File: src/rtl/seq_divider.sv
// Sequential unsigned restoring divider, one quotient bit per clock.
// Trial subtraction is A + ~M + 1; carry-out high means no borrow.
module seq_divider #(
   parameter int WIDTH = 8
) (
   input  logic             clk,
   input  logic             rst_b,
   input  logic             start,
   input  logic [WIDTH-1:0] dividend,
   input  logic [WIDTH-1:0] divisor,
   output logic [WIDTH-1:0] quotient,
   output logic [WIDTH-1:0] remainder,
   output logic             busy,
   output logic             done,
   output logic             div_zero
);

   localparam int CW = $clog2(WIDTH + 1);

   typedef enum logic [1:0] {
      IDLE,
      ITER,
      DONE
   } state_t;

   state_t           state_q, state_d;
   logic [WIDTH:0]   a_q, a_d;
   logic [WIDTH-1:0] q_q, q_d;
   logic [WIDTH-1:0] m_q, m_d;
   logic [CW-1:0]    cnt_q, cnt_d;
   logic [WIDTH-1:0] quot_q, quot_d;
   logic [WIDTH-1:0] rem_q, rem_d;
   logic             dz_q, dz_d;

   logic [WIDTH:0]   shift_a;
   logic [WIDTH:0]   trial;
   logic             cout;
   logic [WIDTH:0]   a_nxt;
   logic [WIDTH-1:0] q_nxt;

   assign shift_a = {a_q[WIDTH-1:0], q_q[WIDTH-1]};
   assign {cout, trial} = {1'b0, shift_a}
                        + {1'b0, ~{1'b0, m_q}}
                        + {{(WIDTH + 1){1'b0}}, 1'b1};

   assign a_nxt = cout ? trial : shift_a;
   assign q_nxt = {q_q[WIDTH-2:0], cout};

   always_comb begin
      state_d = state_q;
      a_d     = a_q;
      q_d     = q_q;
      m_d     = m_q;
      cnt_d   = cnt_q;
      quot_d  = quot_q;
      rem_d   = rem_q;
      dz_d    = dz_q;
      unique case (state_q)
         IDLE: begin
            if (start) begin
               m_d   = divisor;
               q_d   = dividend;
               a_d   = '0;
               cnt_d = '0;
               dz_d  = 1'b0;
               if (divisor == '0) begin
                  quot_d  = '1;
                  rem_d   = dividend;
                  dz_d    = 1'b1;
                  state_d = DONE;
               end else begin
                  state_d = ITER;
               end
            end
         end
         ITER: begin
            a_d   = a_nxt;
            q_d   = q_nxt;
            cnt_d = cnt_q + 1'b1;
            if (cnt_q == CW'(WIDTH - 1)) begin
               quot_d  = q_nxt;
               rem_d   = a_nxt[WIDTH-1:0];
               state_d = DONE;
            end
         end
         DONE: begin
            state_d = IDLE;
         end
         default: begin
            state_d = IDLE;
         end
      endcase
   end

   always_ff @(posedge clk) begin
      if (!rst_b) begin
         state_q <= IDLE;
         a_q     <= '0;
         q_q     <= '0;
         m_q     <= '0;
         cnt_q   <= '0;
         quot_q  <= '0;
         rem_q   <= '0;
         dz_q    <= 1'b0;
      end else begin
         state_q <= state_d;
         a_q     <= a_d;
         q_q     <= q_d;
         m_q     <= m_d;
         cnt_q   <= cnt_d;
         quot_q  <= quot_d;
         rem_q   <= rem_d;
         dz_q    <= dz_d;
      end
   end

   assign quotient  = quot_q;
   assign remainder = rem_q;
   assign div_zero  = dz_q;
   assign busy      = (state_q != IDLE);
   assign done      = (state_q == DONE);

endmodule

File: config.mk
export PLATFORM = sky130hd
export DESIGN_NAME = seq_divider
export DESIGN_NICKNAME = d
export VERILOG_FILES = /design/src/rtl/seq_divider.sv
export SDC_FILE = /design/constraint.sdc
export NUM_CORES = 1
export LEC_CHECK = 0
export CAP_MARGIN = 25
export CORE_MARGIN = 2
export CORE_UTILIZATION = 50
export DETAILED_ROUTE_END_ITERATION = 16
export PLACE_DENSITY = 0.86
export SETUP_SLACK_MARGIN = 0.05
export SKIP_LAST_GASP = 1
export SLEW_MARGIN = 20
export SYNTH_ARGS = -nofsm -noshare
export SYNTH_HDL_FRONTEND = slang
export SYNTH_SLANG_ARGS = --single-unit
File: constraint.sdc
create_clock -name clk -period 6.9 [get_ports clk]
set_input_delay 2.07 -clock clk [delete_from_list [all_inputs] [get_ports clk]]
set_output_delay 2.07 -clock clk [all_outputs]
set_load 0.01 [all_outputs]
==> key figures <==
Timing
  – Final slew viol count: 0
  – Skew final: between 0.008 and 0.009 ns
  – Final Hold Fails: 0
  – RSZ-0062 raised after global routing: false
  – Fmax: between 200 and 250 MHz
  – Period utilisation layout: 0.584
  – Slew HR: 0.493
  – Setup TNS: 0 ns
  – Worst-Margin Slew: about 0.76 ns
  – Setup-failing EPs final: 0
  – Minimum clock period after layout: just over 4 ns
  – Hold slack: roughly 0.46 ns

Synth
  – Largest family of logic cells by synthesized area: compound AO/OA/AOI/OAI gates
  – Cell area after synthesis: 0.00244 sq mm
  – Multiplexer area fraction after synthesis: 0.0349
  – Register area share after synthesis: 0.386
  – Ys async rst share: 0
  – Flops & latches, synth: 47
  – Post-Synth XOR/XNOR Area: 0.0144
  – Post-Syn Instances: 303
  – Synth Area in Simple Gates: 0.210
  – Net count after synthesis: about 330
  – EDFF count, synth: 0
  – Synth Flop Type: dfxtp_1
  – Synth Area in Adders: 0.0544
  – YS warnings: 0
  – Cell variety after synth: 44
  – Mean post-synth cell area: just over 8 sq um
  – Compound-cell area share of the yosys netlist: 0.256

Setup path
  – R2r endpoint: remainder[4]$_SDFFE_PN0P_
  – R2r setup slk: between 4 and 5 ns
  – Crit Path Class: input port to flop
  – Crit-path max FO: 23
  – CP startpoint kind: input port
  – Critical path launch point: divisor[7]
  – Worst EP required: 7.13 ns
  – R2R depth: 7
  – Worst Path Arrival: 4.25 ns
  – Worst Setup End Kind: flop
  – RR Startpoint: a_q[0]$_SDFFE_PN0P_

Pwr
  – Tot Pwr: slightly below 0.7 mW
  – Leak: between 1 and 1.5 nW
  – Sw frac: 0.302
  – Net switching power: about 0.21 mW
  – Power per cell area: about 230 mW/mm^2
  – Reg power frac: 0.447
  – VDD IR-drop max: 105 uV
  – Pint: just under 0.5 mW
  – Clk pwr share: 0.289
  – Combinational power share: 0.264

Detailed routing
  – DR iter-0 viols: slightly below 200
  – WL final: 5710 um
  – DRC viols: 0
  – Drt wl/cell: 14.3 um
  – Via density: around 5.6
  – Drt pass-1 iters: 4
  – ANT nets after route: 0
  – DR vias: 2,239

Worst hold path
  – Worst hold endpoint: quotient[5]$_SDFFE_PN0P_
  – Hold Path Stages: 2
  – HP Class: flop to flop
  – Hold path startpoint: quotient[5]$_SDFFE_PN0P_

Global routing
  – Vias in the first global route: 2,094
  – GRT overflow: 0
  – First-pass GRT wire length: around 9800 um
  – Initial antenna violation count: 0
  – GRT Total Usage: 0.230
  – Largest net degree at the start of global routing: 50

Die
  – I/O pin cnt: 38
  – Die ar.: around 0.0055 sq mm
  – Initial Util: 0.517
  – Site Rows: 25
  – DIE HEIGHT: between 70 and 80 um
  – Die W: about 74 um
  – Core ar.: 0.00472 sq mm

Place
  – Post-DP HPWL: 4010 um
  – Gpl congestion: 0.810
  – Buffers added on ports: 37

Finish
  – P&R area growth vs syn: 20.8%
  – Ant diodes: 0
  – Layout Nets: ~360
  – Most common cell after layout, fill and taps aside: nand2_1
  – Layout cells sized above 1: 0.0482
  – Most frequent cells in the layout: nand2_1 (74), dfxtp_1 (47), clkdlybuf4s50_1 (37)
  – Fill count: between 400 and 500

Outcome
  – Run status: complete, no violations

Clock network
  – Clock Path Buffers: 2
  – Num Clock Sinks: 47
  – TritonCTS clock tree: built
  – Hold Buf Count CTS: 0
  – CTS clk-pin slew, worst paths: roughly 0.09 ns
  – Post-CTS Setup Bufs: 0
  – H-tree depth: 2
  – CTS buffer count: 5
  – Clock Latency Late Sink: a little over 0.3 ns
  – Total of cells resized after clock tree synthesis: 0
  – Clk root buf: clkbuf_8

Run
  – MaxCap Viol Count: 0
sequential cells by signal, summed over array words and instances, names as in the netlist:
signal / count
a_q: 8
cnt_q: 4
div_zero: 1
m_q: 8
q_q: 8
quotient: 8
remainder: 8
state_q: 2
through the flow:
step | worst slack [ns] | utilization | cell area (sq um) | instances
detailed placement | 2.57 | 0.602 | 2840 | 392
finish | 2.87 | 0.624 | 2950 | 399
global placement | 2.77 | 0.602 | 2840 | 392
CTS | 2.89 | 0.624 | 2950 | 399
global route | 2.59 | 0.624 | 2950 | 399
floorplan | 3.77 | - | 2440 | 303
per-layer routing:
layer	global-route usage	share of wire
met5	0	0
met4	0.0869	0.021
met3	0.0590	0.050
met2	0.358	0.48
met1	0.306	0.45
worst max path at each step:
stage	cells past startpoint	endpoint	slack, ns
finish	7	quotient[6]$_SDFFE_PN0P_	2.87
global placement	7	quotient[5]$_SDFFE_PN0P_	2.77
detailed placement	7	quotient[6]$_SDFFE_PN0P_	2.57
global route	7	quotient[7]$_SDFFE_PN0P_	2.59
CTS	7	quotient[6]$_SDFFE_PN0P_	2.89
floorplan	7	quotient[0]$_SDFFE_PN0P_	3.77
cells by family (layout without fill, tap and decap cells):
family | after synthesis | count (layout)
adder cells (fa/ha/maj) | 10 | 10
buffers and inverters | 28 | 57
multiplexers | 7 | 7
AND/OR/NAND/NOR | 118 | 118
XOR/XNOR | 4 | 4
AO/OA/AOI/OAI | 89 | 89
flip-flops | 47 | 47
layout make-up:
class	count	area, sq um	area share
Inverter	11	41.3	0.0140
Clock inverter	2	37.5	0.0127
Timing Repair Buffer	39	385	0.131
Clock buffer	5	68.8	0.0233
Tap cell	67	83.8	0.0284
Multi-Input combinational cell	228	1390	0.472
Sequential cell	47	941	0.319
synthesized netlist by cell type, types with 6 or more instances:
cell | instances | area share
a21boi_0 | 15 | 0.046
clkbuf_1 | 14 | 0.022
dfxtp_1 | 47 | 0.39
ha_1 | 9 | 0.046
inv_1 | 11 | 0.017
nand2_1 | 74 | 0.11
nand3_1 | 8 | 0.016
nor2_1 | 14 | 0.022
o211a_1 | 6 | 0.025
o211ai_1 | 11 | 0.034
o21ai_0 | 21 | 0.043
o21ai_1 | 9 | 0.018
worst max-delay path, cell delays in order:
cell	delay, ns
clkdlybuf4s50_1	0.42
nor4_1	0.30
nand2_1	0.26
inv_1	0.14
o21a_1	0.63
o21ai_0	0.18
a21boi_0	0.25
power by group through the flow:
stage / clock, mW / combinational (mW) / sequential, mW
global route: 0.210 / 0.203 / 0.311
detailed placement: 0 / 0.179 / 0.314
global placement: 0 / 0.174 / 0.312
finish: 0.199 / 0.182 / 0.308
floorplan: 0 / 0.126 / 0.311
CTS: 0.199 / 0.180 / 0.307
(Power assumes the default switching activity.)
